File: src/rtl/mll_pkg.sv
// Shared types for the multi-list linked-list node pool: op codes, FSM states and the node record.
// Node record widths come from the MLL_* constants, so pool sizing is changed here.
package mll_pkg;

    localparam int MLL_DATA_WIDTH = 8;
    localparam int MLL_MAX_NODE   = 8;
    localparam int MLL_NUM_LISTS  = 4;
    localparam int MLL_ADDR_WIDTH = $clog2(MLL_MAX_NODE + 1);

    typedef enum logic [2:0] {
        OP_READ         = 3'd0,
        OP_PUSH_FRONT   = 3'd1,
        OP_PUSH_BACK    = 3'd2,
        OP_POP_FRONT    = 3'd3,
        OP_DELETE_VALUE = 3'd4
    } mll_op_e;

    typedef enum logic [2:0] {
        ST_IDLE,
        ST_EXEC,
        ST_WALK,
        ST_UNLINK,
        ST_DONE
    } mll_state_e;

    typedef struct packed {
        logic [MLL_DATA_WIDTH-1:0] data;
        logic [MLL_ADDR_WIDTH-1:0] next;
    } node_t;

    function automatic logic op_is_push(input logic [2:0] op);
        return (op == OP_PUSH_FRONT) || (op == OP_PUSH_BACK);
    endfunction

endpackage

File: src/rtl/mll_free_alloc.sv
// Free-node finder for the shared pool: lowest-index clear bit of the valid map,
// plus pool full/empty flags. alloc_addr is the NULL address (MAX_NODE) when the pool is full.
module mll_free_alloc
    import mll_pkg::*;
#(
    parameter int MAX_NODE   = MLL_MAX_NODE,
    parameter int ADDR_WIDTH = $clog2(MAX_NODE + 1)
) (
    input  logic [MAX_NODE-1:0]   valid,
    output logic [ADDR_WIDTH-1:0] alloc_addr,
    output logic                  full,
    output logic                  empty
);

    // One-hot marker of the lowest free node: free here and every lower node in use.
    logic [MAX_NODE-1:0] first_free;

    genvar gi;
    generate
        for (gi = 0; gi < MAX_NODE; gi++) begin : g_first_free
            if (gi == 0) begin : g_lsb
                assign first_free[gi] = ~valid[0];
            end else begin : g_upper
                assign first_free[gi] = ~valid[gi] & (&valid[gi-1:0]);
            end
        end
    endgenerate

    assign full  = &valid;
    assign empty = ~|valid;

    always_comb begin
        alloc_addr = '0;
        for (int i = 0; i < MAX_NODE; i++) begin
            if (first_free[i]) begin
                alloc_addr = alloc_addr | ADDR_WIDTH'(i);
            end
        end
        if (full) begin
            alloc_addr = ADDR_WIDTH'(MAX_NODE);
        end
    end

endmodule

File: src/rtl/multi_list_linked_list.sv
// NUM_LISTS singly linked lists sharing one MAX_NODE pool: READ, PUSH_FRONT/BACK, POP_FRONT, DELETE_VALUE.
// Define MLL_LEN_OUT_EN to add per-list length counters, the list_len port and early READ range faults.
module multi_list_linked_list
    import mll_pkg::*;
#(
    parameter int DATA_WIDTH  = MLL_DATA_WIDTH,
    parameter int MAX_NODE    = MLL_MAX_NODE,
    parameter int NUM_LISTS   = MLL_NUM_LISTS,
    localparam int ADDR_WIDTH = $clog2(MAX_NODE + 1),
    localparam int LIST_WIDTH = (NUM_LISTS > 1) ? $clog2(NUM_LISTS) : 1
) (
    input  logic                  clk,
    input  logic                  rst,
    input  logic                  op_start,
    input  logic [2:0]            op,
    input  logic [LIST_WIDTH-1:0] list_sel,
    input  logic [DATA_WIDTH-1:0] data_in,
    input  logic [ADDR_WIDTH-1:0] pos_in,
    output logic                  op_ready,
    output logic                  op_done,
    output logic                  fault,
    output logic [DATA_WIDTH-1:0] data_out,
    output logic [ADDR_WIDTH-1:0] addr_out,
    output logic                  full,
    output logic                  empty
`ifdef MLL_LEN_OUT_EN
    ,
    output logic [ADDR_WIDTH-1:0] list_len
`endif
);

    localparam int IDX_WIDTH = (MAX_NODE > 1) ? $clog2(MAX_NODE) : 1;
    localparam logic [ADDR_WIDTH-1:0] NULL_ADDR = ADDR_WIDTH'(MAX_NODE);

    mll_state_e state_reg, state_next;

    logic [2:0]            op_reg;
    logic [LIST_WIDTH-1:0] sel_reg;
    logic [DATA_WIDTH-1:0] din_reg;
    logic [ADDR_WIDTH-1:0] pos_reg;
    logic [ADDR_WIDTH-1:0] cur_reg, prev_reg, cnt_reg;
    logic [ADDR_WIDTH-1:0] head_reg [NUM_LISTS];
    logic [ADDR_WIDTH-1:0] tail_reg [NUM_LISTS];
    logic [MAX_NODE-1:0]   valid_reg;
    node_t                 node_mem [MAX_NODE];

    logic                  fault_reg;
    logic [DATA_WIDTH-1:0] data_out_reg;
    logic [ADDR_WIDTH-1:0] addr_out_reg;

    logic [ADDR_WIDTH-1:0] alloc_addr;
    logic [IDX_WIDTH-1:0]  alloc_idx;
    logic                  full_w, empty_w;

    mll_free_alloc #(
        .MAX_NODE   (MAX_NODE),
        .ADDR_WIDTH (ADDR_WIDTH)
    ) u_free_alloc (
        .valid      (valid_reg),
        .alloc_addr (alloc_addr),
        .full       (full_w),
        .empty      (empty_w)
    );

    assign alloc_idx = alloc_addr[IDX_WIDTH-1:0];

    // Out-of-range list select only exists when NUM_LISTS is not a power of two.
    logic sel_bad;
    generate
        if ((1 << LIST_WIDTH) == NUM_LISTS) begin : g_sel_full
            assign sel_bad = 1'b0;
        end else begin : g_sel_chk
            assign sel_bad = (int'(list_sel) >= NUM_LISTS);
        end
    endgenerate

    logic [LIST_WIDTH-1:0] sel_safe;
    logic [ADDR_WIDTH-1:0] head_live;
    logic                  is_push, needs_node, op_illegal, len_fault, start_fault;

    assign sel_safe   = sel_bad ? '0 : list_sel;
    assign head_live  = head_reg[sel_safe];
    assign op_illegal = (op > OP_DELETE_VALUE);
    assign is_push    = op_is_push(op);
    assign needs_node = (op == OP_READ) || (op == OP_POP_FRONT) || (op == OP_DELETE_VALUE);

`ifdef MLL_LEN_OUT_EN
    logic [ADDR_WIDTH-1:0] len_reg [NUM_LISTS];

    assign list_len  = len_reg[sel_safe];
    assign len_fault = (op == OP_READ) && (pos_in >= len_reg[sel_safe]);
`else
    assign len_fault = 1'b0;
`endif

    assign start_fault = op_illegal || sel_bad || (is_push && full_w) ||
                         (needs_node && (head_live == NULL_ADDR)) || len_fault;

    logic [ADDR_WIDTH-1:0] head_sel, tail_sel;
    node_t                 cur_node, head_node;
    logic                  walk_fault;

    assign head_sel  = head_reg[sel_reg];
    assign tail_sel  = tail_reg[sel_reg];
    assign cur_node  = node_mem[cur_reg[IDX_WIDTH-1:0]];
    assign head_node = node_mem[head_sel[IDX_WIDTH-1:0]];

    always_comb begin
        state_next = state_reg;
        walk_fault = 1'b0;
        case (state_reg)
            ST_IDLE: begin
                if (op_start) begin
                    if (start_fault) begin
                        state_next = ST_DONE;
                    end else if (is_push || (op == OP_POP_FRONT)) begin
                        state_next = ST_EXEC;
                    end else begin
                        state_next = ST_WALK;
                    end
                end
            end
            ST_EXEC:   state_next = ST_DONE;
            ST_WALK: begin
                if (op_reg == OP_READ) begin
                    if (cnt_reg == pos_reg) begin
                        state_next = ST_DONE;
                    end else if (cur_node.next == NULL_ADDR) begin
                        state_next = ST_DONE;
                        walk_fault = 1'b1;
                    end
                end else begin
                    if (cur_node.data == din_reg) begin
                        state_next = ST_UNLINK;
                    end else if (cur_node.next == NULL_ADDR) begin
                        state_next = ST_DONE;
                        walk_fault = 1'b1;
                    end
                end
            end
            ST_UNLINK: state_next = ST_DONE;
            ST_DONE:   state_next = ST_IDLE;
            default:   state_next = ST_IDLE;
        endcase
    end

    always_ff @(posedge clk) begin
        if (rst) begin
            state_reg <= ST_IDLE;
            valid_reg <= '0;
            for (int i = 0; i < NUM_LISTS; i++) begin
                head_reg[i] <= NULL_ADDR;
                tail_reg[i] <= NULL_ADDR;
            end
            op_reg       <= '0;
            sel_reg      <= '0;
            din_reg      <= '0;
            pos_reg      <= '0;
            cur_reg      <= NULL_ADDR;
            prev_reg     <= NULL_ADDR;
            cnt_reg      <= '0;
            fault_reg    <= 1'b0;
            data_out_reg <= '0;
            addr_out_reg <= NULL_ADDR;
        end else begin
            state_reg <= state_next;
            case (state_reg)
                ST_IDLE: begin
                    if (op_start) begin
                        op_reg   <= op;
                        sel_reg  <= sel_safe;
                        din_reg  <= data_in;
                        pos_reg  <= pos_in;
                        cur_reg  <= head_live;
                        prev_reg <= NULL_ADDR;
                        cnt_reg  <= '0;
                        if (start_fault) begin
                            fault_reg    <= 1'b1;
                            addr_out_reg <= NULL_ADDR;
                        end
                    end
                end
                ST_EXEC: begin
                    fault_reg <= 1'b0;
                    if (op_reg == OP_POP_FRONT) begin
                        valid_reg[head_sel[IDX_WIDTH-1:0]] <= 1'b0;
                        data_out_reg      <= head_node.data;
                        addr_out_reg      <= head_sel;
                        head_reg[sel_reg] <= head_node.next;
                        if (head_sel == tail_sel) begin
                            tail_reg[sel_reg] <= NULL_ADDR;
                        end
                    end else begin
                        valid_reg[alloc_idx] <= 1'b1;
                        addr_out_reg         <= alloc_addr;
                        if (head_sel == NULL_ADDR) begin
                            head_reg[sel_reg] <= alloc_addr;
                            tail_reg[sel_reg] <= alloc_addr;
                        end else if (op_reg == OP_PUSH_FRONT) begin
                            head_reg[sel_reg] <= alloc_addr;
                        end else begin
                            tail_reg[sel_reg] <= alloc_addr;
                        end
                    end
                end
                ST_WALK: begin
                    if (state_next == ST_DONE) begin
                        fault_reg <= walk_fault;
                        if (walk_fault) begin
                            addr_out_reg <= NULL_ADDR;
                        end else begin
                            data_out_reg <= cur_node.data;
                            addr_out_reg <= cur_reg;
                        end
                    end else if (state_next == ST_WALK) begin
                        prev_reg <= cur_reg;
                        cur_reg  <= cur_node.next;
                        cnt_reg  <= cnt_reg + ADDR_WIDTH'(1);
                    end
                end
                ST_UNLINK: begin
                    fault_reg    <= 1'b0;
                    data_out_reg <= cur_node.data;
                    addr_out_reg <= cur_reg;
                    valid_reg[cur_reg[IDX_WIDTH-1:0]] <= 1'b0;
                    if (prev_reg == NULL_ADDR) begin
                        head_reg[sel_reg] <= cur_node.next;
                    end
                    if (cur_reg == tail_sel) begin
                        tail_reg[sel_reg] <= prev_reg;
                    end
                end
                default: ;
            endcase
        end
    end

    // Node storage carries no reset; only nodes marked valid are ever read.
    always_ff @(posedge clk) begin
        if (!rst) begin
            if ((state_reg == ST_EXEC) && (op_reg != OP_POP_FRONT)) begin
                node_mem[alloc_idx] <= '{data: din_reg,
                                         next: (op_reg == OP_PUSH_FRONT) ? head_sel : NULL_ADDR};
                if ((op_reg == OP_PUSH_BACK) && (tail_sel != NULL_ADDR)) begin
                    node_mem[tail_sel[IDX_WIDTH-1:0]].next <= alloc_addr;
                end
            end
            if ((state_reg == ST_UNLINK) && (prev_reg != NULL_ADDR)) begin
                node_mem[prev_reg[IDX_WIDTH-1:0]].next <= cur_node.next;
            end
        end
    end

`ifdef MLL_LEN_OUT_EN
    always_ff @(posedge clk) begin
        if (rst) begin
            for (int i = 0; i < NUM_LISTS; i++) begin
                len_reg[i] <= '0;
            end
        end else if (state_reg == ST_EXEC) begin
            if (op_reg == OP_POP_FRONT) begin
                len_reg[sel_reg] <= len_reg[sel_reg] - ADDR_WIDTH'(1);
            end else begin
                len_reg[sel_reg] <= len_reg[sel_reg] + ADDR_WIDTH'(1);
            end
        end else if (state_reg == ST_UNLINK) begin
            len_reg[sel_reg] <= len_reg[sel_reg] - ADDR_WIDTH'(1);
        end
    end
`endif

    assign op_ready = (state_reg == ST_IDLE);
    assign op_done  = (state_reg == ST_DONE);
    assign fault    = fault_reg;
    assign data_out = data_out_reg;
    assign addr_out = addr_out_reg;
    assign full     = full_w;
    assign empty    = empty_w;

endmodule

File: config.mk
export PLATFORM = sky130hd
export DESIGN_NAME = multi_list_linked_list
export DESIGN_NICKNAME = d
export VERILOG_FILES = /design/src/rtl/mll_pkg.sv /design/src/rtl/mll_free_alloc.sv /design/src/rtl/multi_list_linked_list.sv
export SDC_FILE = /design/constraint.sdc
export NUM_CORES = 1
export LEC_CHECK = 0
export ABC_AREA = 0
export CAP_MARGIN = 5
export CORE_AREA = 5 5 188 190
export DETAILED_ROUTE_END_ITERATION = 10
export DIE_AREA = 0 0 193 195
export DONT_BUFFER_PORTS = 1
export PLACE_DENSITY = 0.46
export SKIP_CTS_REPAIR_TIMING = 1
export SYNTH_ARGS = -nofsm -noshare
export SYNTH_HDL_FRONTEND = slang
export SYNTH_SLANG_ARGS = --single-unit
File: constraint.sdc
create_clock -name clk -period 4.38 [get_ports clk]
set_clock_uncertainty 0.2 [all_clocks]
set_input_delay 0.219 -clock clk [delete_from_list [all_inputs] [get_ports clk]]
set_output_delay 0.219 -clock clk [all_outputs]
set_load 0.05 [all_outputs]
Yosys cells after proc, flatten, opt, wreduce, memory -nomap -nowiden

Memories as Yosys holds them, arrays and structs flattened. A register that Yosys moved wholly into a read port is not among the register bits.
Index checks and enable logic that the tools add are counted.

Flip-flop bits (word level): 53
Bits in latches: 0
Memory bits (writable): 128
Memory bits (read-only): 0
Input port bits: 20
Output and inout port bits: 17
Logic and storage cells: 242
Memories: 3

Memory list:

| memory   | words | bits a word | rd ports | clocked after memory_dff | wr ports | line                         | source |
|---|---|---|---|---|---|---|---|
| node_mem | 8     | 12          | 2        | 1                        | 2        | multi_list_linked_list.sv:45 | `node_t node_mem [MAX_NODE];` |
| head_reg | 4     | 4           | 2        | 1                        | 4        | multi_list_linked_list.sv:42 | `logic [ADDR_WIDTH-1:0] head_reg [NUM_LISTS];` |
| tail_reg | 4     | 4           | 1        | 1                        | 4        | multi_list_linked_list.sv:43 | `logic [ADDR_WIDTH-1:0] tail_reg [NUM_LISTS];` |

Add/subtract/negate cells: 1
Multipliers: 0
Divide/modulo/power cells: 0
Magnitude comparators: 7
Equality and inequality tests: 31
Shift operators: 0
Multiplexer cells: 123
Bitwise logic cells: 25
Reduce and logical (&&, ||, !) cells: 40

Operators with widths:

| cell                                                              | count |
|---|---|
| two-way mux 4 bit                                                 | 24 |
| two-way mux 1 bit                                                 | 60 |
| two-way mux 3 bit                                                 | 13 |
| two-way mux 8 bit                                                 | 4 |
| one-hot mux 4 bit (2 select lines)                                | 3 |
| one-hot mux 8 bit (3 select lines)                                | 1 |
| equality test 3 x 2 -> 1 bit, second input constant               | 7 |
| two-way mux 2 bit                                                 | 10 |
| AND reduction 4 bit                                               | 5 |
| AND 8 bit                                                         | 2 |
| equality test 4 bit, second input constant                        | 4 |
| NOT 8 bit                                                         | 2 |
| one-hot mux 4 bit (4 select lines)                                | 1 |
| one-hot mux 8 bit (2 select lines)                                | 1 |
| equality test 4 bit                                               | 3 |
| < comparator 3 x 4 -> 1 bit, second input constant                | 3 |
| two-way mux 12 bit                                                | 1 |
| != test 2 bit, second input constant                              | 6 |
| OR reduction 12 bit                                               | 1 |
| demux 1 bit (select 3 bit)                                        | 3 |
| equality test 3 x 1 -> 1 bit, second input constant               | 3 |
| equality test 3 bit, second input constant                        | 3 |
| greater-or-equal comparator 3 x 1 -> 1 bit, second input constant | 3 |
| zero test 3 bit                                                   | 3 |
| 27 further kinds                                                  | 61 |

Longest topological paths before layout

Word-level depth: 17
Depth in mapped cells: 12
Mapped depth without buffers: 8

By module

From an unflattened synthesis, not the netlist that was laid out.

Cells, all modules: 813
Area total of the unflattened synthesis: 9572.9 µm²

Modules (own cells, without submodules):

| module                 | times used | cells an instance | area an instance (µm²) | sequential area each (µm²) |
|---|---|---|---|---|
| multi_list_linked_list | 1          | 795               | 9471.6                 | 5004.8 |
| mll_free_alloc         | 1          | 18                | 101.3                  | 0.0 |

Worst setup path before layout

No wires, ideal clock.

Path kind: reg2reg
Start: reg with a tool-made name
End: mem head_reg[2][0] (netlist name), enable pin
Library setup time: 0.298 ns
Arrival: 2.595 ns
Data required time: 3.882 ns
Setup slack: 1.287 ns
Cell stages (with the launch flop): 10
Buffers on the path: 2
Period minus slack after synthesis: 3.093 ns
Cell sequence: dfxtp_1 > buf_2 > mux4_2 > buf_2 > nor4b_1 > a21oi_1 > nor3_2 > nor2_1 > nor3b_1 > or2_2

RTL lines:

| element   | line |
|---|---|
| to (decl) | multi_list_linked_list.sv:42 |

==> flow_summary.toml <==
[grt]
global_route_wire_length_before_repair_um = 46700
initial_antenna_violation_count = 0
globalRouteTotalUtil = 0.165
grt_pass1_vias = 7341
grt_start_max_net_pins = 79
globalRoute.totalOverflow = 0

[routing]
detailedRoute.firstPassIterationCount = 5
drt-initial-drc-count = 709
post-route-drc-count = 0
routed_wirelength_um = 31100
routed_wire_length_per_instance_um = 22.2
detailroute.via_count = 7659
ant_nets = 0
detail_route.vias_per_cell = 5.47

[yosys]
synth_flop_cell = "sky130_fd_sc_hd__edfxtp_1"
synth-async-reset-ratio = 0
synthesis.yosys.warnings = 0
synthDistinctLibCells = 72
synth_seq_cells = 186
syn_area_per_cell_um2 = 10.8
synth.yosys.seq_area_share = 0.508
synthesis.area_mm2 = 0.00986
syn-instance-count = 912
synth_edf_count = 128
synth_fp_nets = 933

[placement]
dp_hpwl_um = 21900
dp_cells = 1342
buffer_ports.inserted = 0
gpl.final_weighted_congestion = 0.883

[final_layout]
fin_cells = 1400
layout-area-overhead-vs-synth_pct = 15.1
nets = 960
antenna-diode-count = 0
largest_register_ff_count = 96
layout_commonest_cell = "sky130_fd_sc_hd__edfxtp_1"
top_library_cells_by_usage_in_the_layout_fill_and_taps_aside = "sky130_fd_sc_hd__edfxtp_1 (128), sky130_fd_sc_hd__nand2_1 (98), sky130_fd_sc_hd__o21ai_0 (78), sky130_fd_sc_hd__nor2_1 (70), sky130_fd_sc_hd__a21oi_1 (64)"
fillCellCount = 3355
drive_above_1_share = 0.148

[sta]
maxSlewHeadroom = 0.291
final-max-slew-violation-count = 0
setup_tns_ps = 0
fin_crit_ps = 3800
setup_repair_after_global_routing_missed_its_margin = "false"
max_clock_freq_ghz = 0.263
final-hold-violation-count = 2
worst-slew-pin-transition_ps = 1060
hold_ws_ps = -43.9
final_critical_path_share_of_the_clock_period = 0.867
setup_violations = 0

[power_and_ir_drop]
max-vdd-ir-drop_mv = 0.200
cellPowerDensity_mw_per_mm2 = 373
cellLeakagePower_uw = 0.00373
post-layout-total-power_uw = 4230

[worst_setup_path]
timing.critical_path.to_type = "flop"
timing.critical_path.arrival_ps = 3680
reg2reg_from = "valid_reg[5]$_SDFFE_PP0P_"
critical_path_class = "flop to flop"
critical_path.reg2reg.endpoint = "node_mem[2][3]$_DFFE_PP_"
timing.reg2reg.worst_path_depth = 8
worst_setup_path_start_kind = "flop"
r2r_slack_ps = 580
cp_data_required_time_ps = 4260
cp_max_fo = 13

[clock_tree]
cts-buffers-inserted = 17
clock_tree.buffer_depth = 2
worst_setup_hold_path_clk_slew_ps = 80
cts_tree = "yes"
tritoncts_num_sinks = 186
clockRootBuffer = "sky130_fd_sc_hd__clkbuf_16"
ctsHtreeMaxLevel = 4
skew_pair_late_insertion_delay_ps = 440

[floorplanning]
dieWidth_um = 193
die_y_um = 195
initial_core_utilization = 0.296
boundaryPins = 37
row_count = 67
coreArea_mm2 = 0.0333
die-area_mm2 = 0.0376

[min_path]
timing.hold.worst.class = "input port to flop"
holdPathEnd = "state_reg[0]$_SDFF_PP0_"
min_path_cells = 4
min-delay-start = "op[1]"

[run]
cap_viol_max_count = 0

[status]
outcome = "finished, violations left"
failed_checks = "hold timing"
## worst max-delay path: stages (launching register included)
cell and delay (ps):
sky130_fd_sc_hd__dfxtp_1 370, sky130_fd_sc_hd__and3_1 210, sky130_fd_sc_hd__or3b_2 440, sky130_fd_sc_hd__inv_1 90, sky130_fd_sc_hd__buf_4 220, sky130_fd_sc_hd__nor3_1 860
sky130_fd_sc_hd__a32oi_1 210, sky130_fd_sc_hd__o32a_1 310, sky130_fd_sc_hd__o21ai_0 510
## layout make-up
type | instances | area, um^2 | share of cell area
sequential | 186 | 5000 | 0.441
clock buffer | 17 | 425 | 0.0375
timing repair buffer | 65 | 583 | 0.0514
tap | 448 | 561 | 0.0494
clock inverter | 15 | 179 | 0.0158
multi-input combinational | 654 | 4540 | 0.400
inverter | 15 | 56.3 | 0.00496
## metrics by stage
step | utilization | instance area, um^2 | worst slack [ps]
2_1_floorplan | - | 9860 | 1290
3_3_place_gp | 0.314 | 10500 | 743
3_5_place_dp | 0.314 | 10500 | 722
4_1_cts | 0.333 | 11100 | 713
5_1_grt | 0.341 | 11300 | 394
6_report | 0.341 | 11300 | 582
## power by group
group / switching, uW / internal (uW)
clock: 753 / 864
sequential: 74.3 / 1910
combinational: 374 / 251
## cell usage after synthesis, types with 6 or more instances
| cell | n | share of area |
|---|---|---|
| sky130_fd_sc_hd__a211oi_1 | 8 | 0.0061 |
| sky130_fd_sc_hd__a21oi_1 | 64 | 0.032 |
| sky130_fd_sc_hd__a22oi_1 | 8 | 0.0061 |
| sky130_fd_sc_hd__a311oi_1 | 7 | 0.0062 |
| sky130_fd_sc_hd__a31oi_1 | 13 | 0.0083 |
| sky130_fd_sc_hd__and2_1 | 17 | 0.011 |
| sky130_fd_sc_hd__buf_2 | 11 | 0.0056 |
| sky130_fd_sc_hd__clkbuf_1 | 37 | 0.014 |
| sky130_fd_sc_hd__dfxtp_1 | 58 | 0.12 |
| sky130_fd_sc_hd__edfxtp_1 | 128 | 0.39 |
| sky130_fd_sc_hd__inv_1 | 15 | 0.0057 |
| sky130_fd_sc_hd__mux2_2 | 21 | 0.024 |
| sky130_fd_sc_hd__mux2i_1 | 26 | 0.026 |
| sky130_fd_sc_hd__mux4_2 | 34 | 0.078 |
| sky130_fd_sc_hd__nand2_1 | 98 | 0.037 |
| sky130_fd_sc_hd__nand2b_1 | 16 | 0.010 |
| sky130_fd_sc_hd__nand3_1 | 15 | 0.0076 |
| sky130_fd_sc_hd__nand3b_1 | 8 | 0.0061 |
| sky130_fd_sc_hd__nand4_1 | 6 | 0.0038 |
| sky130_fd_sc_hd__nor2_1 | 70 | 0.027 |
| sky130_fd_sc_hd__nor2b_1 | 26 | 0.017 |
| sky130_fd_sc_hd__nor3_1 | 26 | 0.013 |
| sky130_fd_sc_hd__o21a_1 | 6 | 0.0046 |
| sky130_fd_sc_hd__o21ai_0 | 78 | 0.040 |
| sky130_fd_sc_hd__o22ai_1 | 8 | 0.0051 |
| sky130_fd_sc_hd__xnor2_1 | 13 | 0.012 |
## logic make-up after synthesis
group | share of synthesized area
multiplexers | 0.137
adder cells (fa/ha/maj) | 0.00127
buffers and inverters | 0.0320
flip-flops | 0.508
AO/OA/AOI/OAI | 0.148
XOR/XNOR | 0.0151
AND/OR/NAND/NOR | 0.159
## how the worst max path moves through the flow
stage                                   end                       from  cells past startpoint
2_1_floorplan  head_reg[2][0]$_SDFFCE_PN0P_                       flop                      9
3_3_place_gp       node_mem[2][0]$_DFFE_PP_  valid_reg[5]$_SDFFE_PP0P_                      8
3_5_place_dp       node_mem[2][0]$_DFFE_PP_  valid_reg[5]$_SDFFE_PP0P_                      8
4_1_cts            node_mem[2][3]$_DFFE_PP_  valid_reg[5]$_SDFFE_PP0P_                      8
5_1_grt            node_mem[2][3]$_DFFE_PP_  valid_reg[5]$_SDFFE_PP0P_                      8
6_report           node_mem[2][3]$_DFFE_PP_  valid_reg[5]$_SDFFE_PP0P_                      8
## per-layer routing
metal	track usage	part of all wire
met1	0.239	0.46
met4	0.0522	0.019
met3	0.0241	0.059
met2	0.256	0.46
met5	0	0
Power figures use the tool's default switching activity.
